===== src/rtl/seg_decoder.sv =====
// Decodes a multiplexed 4-digit active-low 7-segment bus back into digit nibbles.
// Define SEG_DP_CAPTURE_EN to also capture the decimal points (seg_in[7]) onto dp_out.
module seg_decoder #(
    parameter int STABLE_CYCLES = 4
) (
    input  logic        clk,
    input  logic        rst_n,
    input  logic [7:0]  seg_in,
    input  logic [3:0]  dig_en,
    output logic [15:0] digits,
    output logic        frame_valid,
    output logic        frame_err,
    output logic [3:0]  dp_out
);

    typedef enum logic [1:0] {
        IDLE,
        SETTLE,
        HOLD
    } state_t;

    localparam logic [7:0] CNT_LAST = 8'(STABLE_CYCLES - 1);

    state_t          state_q, state_d;
    logic [7:0]      cnt_q, cnt_d;
    logic [7:0]      seg_prev_q;
    logic [3:0]      en_prev_q;
    logic [3:0]      mask_q, mask_d;
    logic [3:0][3:0] nib_q;
    logic [3:0]      err_q;
    logic [3:0]      dp_q;
    logic            load_q;
    logic [15:0]     digits_q;
    logic [3:0]      dp_out_q;
    logic            frame_valid_q;
    logic            frame_err_q;

    logic [7:0]      seg_cmp;
    logic            dp_bit;
    logic [2:0]      strb;
    logic            strb_vld;
    logic [1:0]      strb_idx;
    logic [4:0]      dec;
    logic            changed;
    logic            capture;
    logic [3:0]      onehot;
    logic [3:0]      mask_base;
    logic            frame_done;

    // {error, nibble} for a g..a pattern; unknown patterns map to E with the error mark
    function automatic logic [4:0] decode_seg(input logic [6:0] s);
        logic [4:0] r;
        case (s)
            7'h40:   r = 5'h00;
            7'h79:   r = 5'h01;
            7'h24:   r = 5'h02;
            7'h30:   r = 5'h03;
            7'h19:   r = 5'h04;
            7'h12:   r = 5'h05;
            7'h02:   r = 5'h06;
            7'h78:   r = 5'h07;
            7'h00:   r = 5'h08;
            7'h10:   r = 5'h09;
            7'h0E:   r = 5'h0F;
            default: r = 5'h1E;
        endcase
        return r;
    endfunction

    // {valid, index}: valid only when exactly one strobe is pulled low
    function automatic logic [2:0] strobe_dec(input logic [3:0] en);
        logic [2:0] r;
        case (en)
            4'b1110: r = 3'b100;
            4'b1101: r = 3'b101;
            4'b1011: r = 3'b110;
            4'b0111: r = 3'b111;
            default: r = 3'b000;
        endcase
        return r;
    endfunction

`ifdef SEG_DP_CAPTURE_EN
    assign seg_cmp = seg_in;
    assign dp_bit  = ~seg_in[7];
`else
    logic unused_dp;
    assign unused_dp = seg_in[7];
    assign seg_cmp   = {1'b0, seg_in[6:0]};
    assign dp_bit    = 1'b0;
`endif

    assign strb     = strobe_dec(dig_en);
    assign strb_vld = strb[2];
    assign strb_idx = strb[1:0];
    assign dec      = decode_seg(seg_in[6:0]);
    assign changed  = (seg_cmp != seg_prev_q) || (dig_en != en_prev_q);

    always_comb begin
        state_d = state_q;
        cnt_d   = cnt_q;
        capture = 1'b0;
        case (state_q)
            IDLE: begin
                if (strb_vld) begin
                    state_d = SETTLE;
                    cnt_d   = '0;
                end
            end
            SETTLE, HOLD: begin
                if (changed) begin
                    state_d = strb_vld ? SETTLE : IDLE;
                    cnt_d   = '0;
                end else if (state_q == SETTLE) begin
                    if (cnt_q == CNT_LAST) begin
                        capture = 1'b1;
                        state_d = HOLD;
                    end else begin
                        cnt_d = cnt_q + 8'd1;
                    end
                end
            end
            default: state_d = IDLE;
        endcase
    end

    // A pending frame load clears the mask first, so a coincident capture opens the next frame
    always_comb begin
        onehot     = 4'b0001 << strb_idx;
        mask_base  = load_q ? 4'h0 : mask_q;
        mask_d     = capture ? (mask_base | onehot) : mask_base;
        frame_done = capture && ((mask_base | onehot) == 4'hF);
    end

    always_ff @(posedge clk or negedge rst_n) begin
        if (!rst_n) begin
            state_q       <= IDLE;
            cnt_q         <= '0;
            seg_prev_q    <= '0;
            en_prev_q     <= '0;
            mask_q        <= '0;
            nib_q         <= '0;
            err_q         <= '0;
            dp_q          <= '0;
            load_q        <= 1'b0;
            digits_q      <= '0;
            dp_out_q      <= '0;
            frame_valid_q <= 1'b0;
            frame_err_q   <= 1'b0;
        end else begin
            state_q    <= state_d;
            cnt_q      <= cnt_d;
            seg_prev_q <= seg_cmp;
            en_prev_q  <= dig_en;
            mask_q     <= mask_d;
            load_q     <= frame_done;
            if (capture) begin
                nib_q[strb_idx] <= dec[3:0];
                err_q[strb_idx] <= dec[4];
                dp_q[strb_idx]  <= dp_bit;
            end
            frame_valid_q <= load_q;
            frame_err_q   <= load_q & (|err_q);
            if (load_q) begin
                digits_q <= nib_q;
                dp_out_q <= dp_q;
            end
        end
    end

    assign digits      = digits_q;
    assign dp_out      = dp_out_q;
    assign frame_valid = frame_valid_q;
    assign frame_err   = frame_err_q;

endmodule

===== config.mk =====
export PLATFORM = sky130hd
export DESIGN_NAME = seg_decoder
export DESIGN_NICKNAME = d
export VERILOG_FILES = /design/src/rtl/seg_decoder.sv
export SDC_FILE = /design/constraint.sdc
export NUM_CORES = 1
export LEC_CHECK = 0
export BUFFER_PORTS_ARGS = -buffer_cell sky130_fd_sc_hd__buf_2
export CAP_MARGIN = 0
export CORE_MARGIN = 2
export CORE_UTILIZATION = 52
export CTS_CLUSTER_DIAMETER = 60
export DETAILED_ROUTE_END_ITERATION = 6
export MAX_ROUTING_LAYER = met4
export PLACE_DENSITY = 0.75
export SYNTH_ARGS = -nofsm -noshare
export SYNTH_HDL_FRONTEND = slang
export SYNTH_SLANG_ARGS = --single-unit

===== constraint.sdc =====
create_clock -name clk -period 2.3 [get_ports clk]
set_input_delay 0.115 -clock clk [delete_from_list [all_inputs] [get_ports clk]]
set_output_delay 0.115 -clock clk [all_outputs]
set_load 0.005 [all_outputs]

After elaboration in Yosys (flattened, before gate mapping)
Index checks and enable logic that the tools add are counted.
{"block": "word_totals", "output_inout_bits": 22, "ff_bits": 72, "input_bits": 14}
{"block": "classes", "bitwise": 4, "n_reduce_logical": 10, "magnitude_cmp": 2, "add_sub_neg": 1, "mux": 25, "shifts": 1, "n_eq_ne": 24}
{"op": "$pmux 5 s11", "count": 1}
{"op": "$mux 8", "count": 4}
{"op": "$eq 7x5->1 const B", "count": 3}
{"op": "$eq 7x7->1 const B", "count": 3}
{"op": "$bwmux 16", "count": 1}
{"op": "$eq 4x4->1 const B", "count": 4}
{"op": "$pmux 8 s2", "count": 1}
{"op": "$eq 7x6->1 const B", "count": 2}
{"op": "$mux 4", "count": 3}
{"op": "$pmux 3 s4", "count": 1}
{"op": "$ne 3x3->1 const B", "count": 3}
{"op": "$add 8x1->8 const B", "count": 1}
{"op": "$demux 4 s2", "count": 1}
{"op": "$eq 8x2->1 const B", "count": 1}
{"op": "$mux 2", "count": 4}
{"op": "$eq 7x2->1 const B", "count": 1}
{"op": "$eq 7x4->1 const B", "count": 1}
{"op": "$logic_not 7->1", "count": 1}
{"op": "$ne 7x7->1", "count": 1}
{"op": "$mux 1", "count": 6}
{"op": "$and 4x4->4", "count": 1}
{"op": "$bwmux 4", "count": 1}
{"op": "$eq 4x3->1 const B", "count": 1}
{"op": "$ne 4x4->1", "count": 1}
{"op": "other kinds (19)", "count": 20}

Longest topological paths before layout
{"block": "depth", "ltp_word": 8, "depth_mapped": 7, "depth_no_buf": 7}

Worst setup path after synthesis
Ideal clock, no wire load.
{"block": "synth_path", "path_type": "flip-flop to flip-flop", "startpoint": "reg cnt_q[0]", "endpoint": "reg err_q[0]", "setup_ns": 0.128, "arrival_time_ns": 2.053, "n_path_buf": 1, "required_ns": 2.172, "slack_ns": 0.119, "path_stages_with_launch": 7, "cell_sequence": "dfrtp_1 > ha_1 > nor3b_1 > nand3_2 > or3_1 > buf_2 > mux2_1"}
{"block": "synth_between", "elab_chain_cells": 5}
{"item": "start, declared", "line": "25", "source": "logic [7:0] cnt_q, cnt_d;"}
{"item": "start signal, assigned", "line": "152", "source": "cnt_q <= cnt_d;"}
{"item": "$eq 8x2->1", "line": "115", "source": "if (cnt_q == CNT_LAST) begin"}
{"item": "$mux 1", "line": "115"}
{"item": "$mux 1", "line": "114", "source": "end else if (state_q == SETTLE) begin"}
{"item": "$mux 1", "line": "111", "source": "if (changed) begin"}
{"item": "$mux 1", "line": "103", "source": "case (state_q)"}
{"item": "end signal, assigned by index", "line": "159", "source": "err_q[strb_idx] <= dec[4];"}
{"item": "end, declared", "line": "30", "source": "logic [3:0] err_q;"}
No other way between the ends.
A chain may end at the register's enable or synchronous reset.

Worst setup path after layout
{"block": "layout_path", "startpoint": "in dig_en[3]", "endpoint": "reg nib_q[12] in the netlist's numbering"}
{"block": "layout_between", "elab_chain_cells": 7, "word_cells_on_any_way": 15, "classes_between": "order compare: 2; eq/ne: 5; mux: 6; reduce/logical: 2"}
{"item": "start, declared", "line": "9", "source": "input logic [3:0] dig_en,"}
{"item": "$eq 4x3->1 / $eq 4x4->1 (equally long branches)", "line": "73", "source": "case (en)"}
{"item": "$pmux 3 s4", "line": "73"}
{"item": "$lt 2x3->1 (not written as such) / $ge 2x1->1 (equally long branches)", "line": "158", "source": "nib_q[strb_idx] <= dec[3:0];"}
{"item": "$logic_and 1x1->1 (not written as such)", "line": "158"}
{"item": "$mux 4 (not written as such)", "line": "158"}
{"item": "$demux 4 s2", "line": "158"}
{"item": "$bwmux 16", "line": "158"}
{"item": "end signal, assigned by index", "line": "158"}
{"item": "end, declared", "line": "29", "source": "logic [3:0][3:0] nib_q;"}
Several ways; a longest one is shown, not always the timed one.

==> impl_metrics.yaml <==
clock_tree:
  insertion_delay_ns: 0.36
  numCtsBuffers: 9
  tritoncts: "done"
  cts.sinks: 72
  cts_max_path_buffers: 2
  cts_root_buffer: "clkbuf_8"
  path_clk_slew_ns: 0.09
  htree_num_levels: 3
placement:
  dp_hpwl_microns: 4220
  placed_cells: 378
  gp_congestion: 0.793
  dp_slack_ns: 0.120
  io_buffers: 34
power:
  seq_power_share: 0.512
  ir_drop_mv: 0.466
  swShare: 0.285
  intPower_mw: 1.81
  comb_power_share: 0.116
  finalPower_mw: 2.53
  clockPowerShare: 0.371
  p_leak_nw: 1.98
  power.switching_mw: 0.720
  power.density_nw_per_um2: 636
synthesis:
  synth_edf_count: 0
  yosys.area_share.simple: 0.148
  yosys.area.top_type: "dfrtp_1"
  synthCells: 270
  synth-compound-area-share: 0.0847
  synthesis.nets: 288
  synth-xor-area-share: 0.0407
  synth_warnings: 0
  synth_top_family_by_area: "simple AND/OR/NAND/NOR gates"
  synth_seq_cells: 72
  synth.area.top_cells: "dfrtp_1 54%, mux2_2 12%, xor2_1 2.3%"
  yosys.area.top_type_share: 0.537
  synth_flop_cell: "dfrtp_1"
  synth.area.mux_share: 0.137
  syn_avg_cell_area_sq_um: 12.4
  ys_seq_area_frac: 0.537
  yosysUniqueCellTypes: 53
  netlist_area_sq_um: 3350
  synthAdderAreaFrac: 0.0149
  postSynth.asyncResetShare: 1.00
cells_and_area:
  synthToLayoutAreaGrowth_pct: 18.5
  layout_common_cells: "72 x dfrtp_1, 37 x mux2_2, 34 x buf_2"
  final_util: 0.633
  nets: 344
  final_cells: 408
  drive_gt1_frac: 0.344
  diodes: 0
  final_common_cell: "dfrtp_1"
sta:
  slew_viol_final: 0
  fin_crit_sh: 0.947
  slew_headroom: 0.370
  fin_crit_ns: 2.18
  max_freq_mhz: 459
  setup_tns_ns: 0
  tightest_slew_ns: 0.945
  setup_slack_ns: 0.121
  hold_viol_final: 0
  rsz0062_at_grt: "false"
  setup_viol: 0
  finClkSkew_ns: 0.0100
status:
  status: "completed"
routing:
  vias: 2287
  wl_microns: 6290
  routedWlPerCell_microns: 15.4
  viasPerCell: 5.61
  drc: 0
  ant_nets: 0
  drt-initial-drc-count: 155
  dr.pass1.iters: 4
worst_setup_path:
  r2r_start: "en_prev_q[3]"
  crit_type: "in -> reg"
  ff2ff_path_depth: 7
  crit_path_max_fanout: 10
  end_kind: "flip-flop"
  start_kind: "input pin"
  arrival_ns: 2.42
  reg2reg_to: "nib_q[12]"
  required_ns: 2.55
  r2r_slack_ns: 0.21
floorplanning:
  fp.coreArea_sq_um: 6280
  dieHeight_microns: 84.3
  rows: 29
  io_pins: 36
  fp.dieW_microns: 84.3
  dieArea_sq_um: 7110
  start_util: 0.534
min_path:
  hold_class: "in -> async"
global_routing:
  track_usage: 0.196
  grt_max_degree: 38
  grt_pass1_wl_microns: 10500
  antenna_found_initial: 0
  grt_pass1_vias: 2164
  grt_overflow: 0
flow_run:
  cap_violations: 0
[registers in the layout (all words and copies together) (netlist names)]
name and cells:
digits 16, nib_q 16, cnt_q 8, seg_prev_q 7, dp_out 4, dp_q 4, en_prev_q 4, err_q 4
mask_q 4, state_q 2, frame_err 1, frame_valid 1, load_q 1
[metrics by stage]
stage / instance area [sq um] / hold WS (ns)
finish: 3980 / 0.387
global placement: 3630 / 0.261
detailed placement: 3630 / 0.269
floorplan: 3350 / -0.181
global route: 3980 / 0.469
CTS: 3940 / 0.416
[how the worst max path moves through the flow]
stage            startpoint  slack, ns   endpoint  cells after the start
2_1_floorplan      cnt_q[0]       0.12   err_q[0]                      6
3_3_place_gp       cnt_q[0]       0.19   err_q[3]                      6
3_5_place_dp   en_prev_q[3]       0.12   err_q[0]                      6
4_1_cts           dig_en[3]       0.08   err_q[0]                      8
5_1_grt           dig_en[3]       0.03   nib_q[4]                      8
6_report          dig_en[3]       0.12  nib_q[12]                      9
[power by group through the flow]
stage	logic (mW)	registers (mW)	clock network, mW
after floorplan	0.187	1.32	0
after global placement	0.270	1.32	0
after detailed placement	0.278	1.32	0
after CTS	0.295	1.30	0.965
after global routing	0.332	1.30	1.02
final	0.294	1.30	0.939
[synth_stat cells (2+ instances only)]
library cell / n
dfrtp_1: 72
mux2_2: 37
nand2_1: 15
o21ai_0: 14
a21oi_1: 11
xor2_1: 9
inv_1: 8
nor3b_1: 7
nor2_1: 6
nor3_1: 6
nand3_1: 5
nor2b_1: 5
a21o_1: 4
buf_4: 4
ha_1: 4
nand4_1: 4
nand4b_1: 4
buf_2: 3
buf_6: 3
clkbuf_1: 3
mux2_1: 3
nor3_4: 3
nor4_2: 3
xor2_2: 3
a22o_1: 2
and2_1: 2
and3_1: 2
nand3b_1: 2
nor4_1: 2
[worst max-delay path: stages]
cell and delay (ns):
dlygate4sd3_1 0.56, buf_2 0.20, xor2_2 0.16, nor4_2 0.29, buf_4 0.18, nand4_4 0.18
nor3_4 0.27, buf_12 0.15, mux2_2 0.32
[cells by family after synthesis]
logic type | Yosys count
fa+ha+maj | 4
compound gates | 44
flops | 72
xor+xnor | 13
buf+inv | 22
mux | 41
simple gates | 74
[routing by layer]
metal / global-route usage / vias to the layer above / share of wire
met5: - / - / 0
met4: 0.0718 / 0 / 0.017
met3: 0.0442 / 9 / 0.037
met2: 0.297 / 47 / 0.50
met1: 0.262 / 1149 / 0.45
li1: - / 1082 / -
[timing repair]
| action | 4_1_cts | 5_1_grt |
|---|---|---|
| hold endpoints to repair | 47 | 0 |
| gates resized for setup | 0 | 1 |
| hold buffers | 12 | 0 |
| buffers inserted | 0 | 2 |
| endpoints found under the setup margin | 0 | 8 |
[area by class of cell]
type | count | area (sq um)
Clock buffer | 9 | 124
Clock inverter | 7 | 65.1
Fill cell | 481 | 2300
Inverter | 8 | 30.0
Multi-Input combinational cell | 176 | 1430
Sequential cell | 72 | 1800
Tap cell | 77 | 96.3
Timing Repair Buffer | 59 | 425
Power figures use the tool's default switching activity.
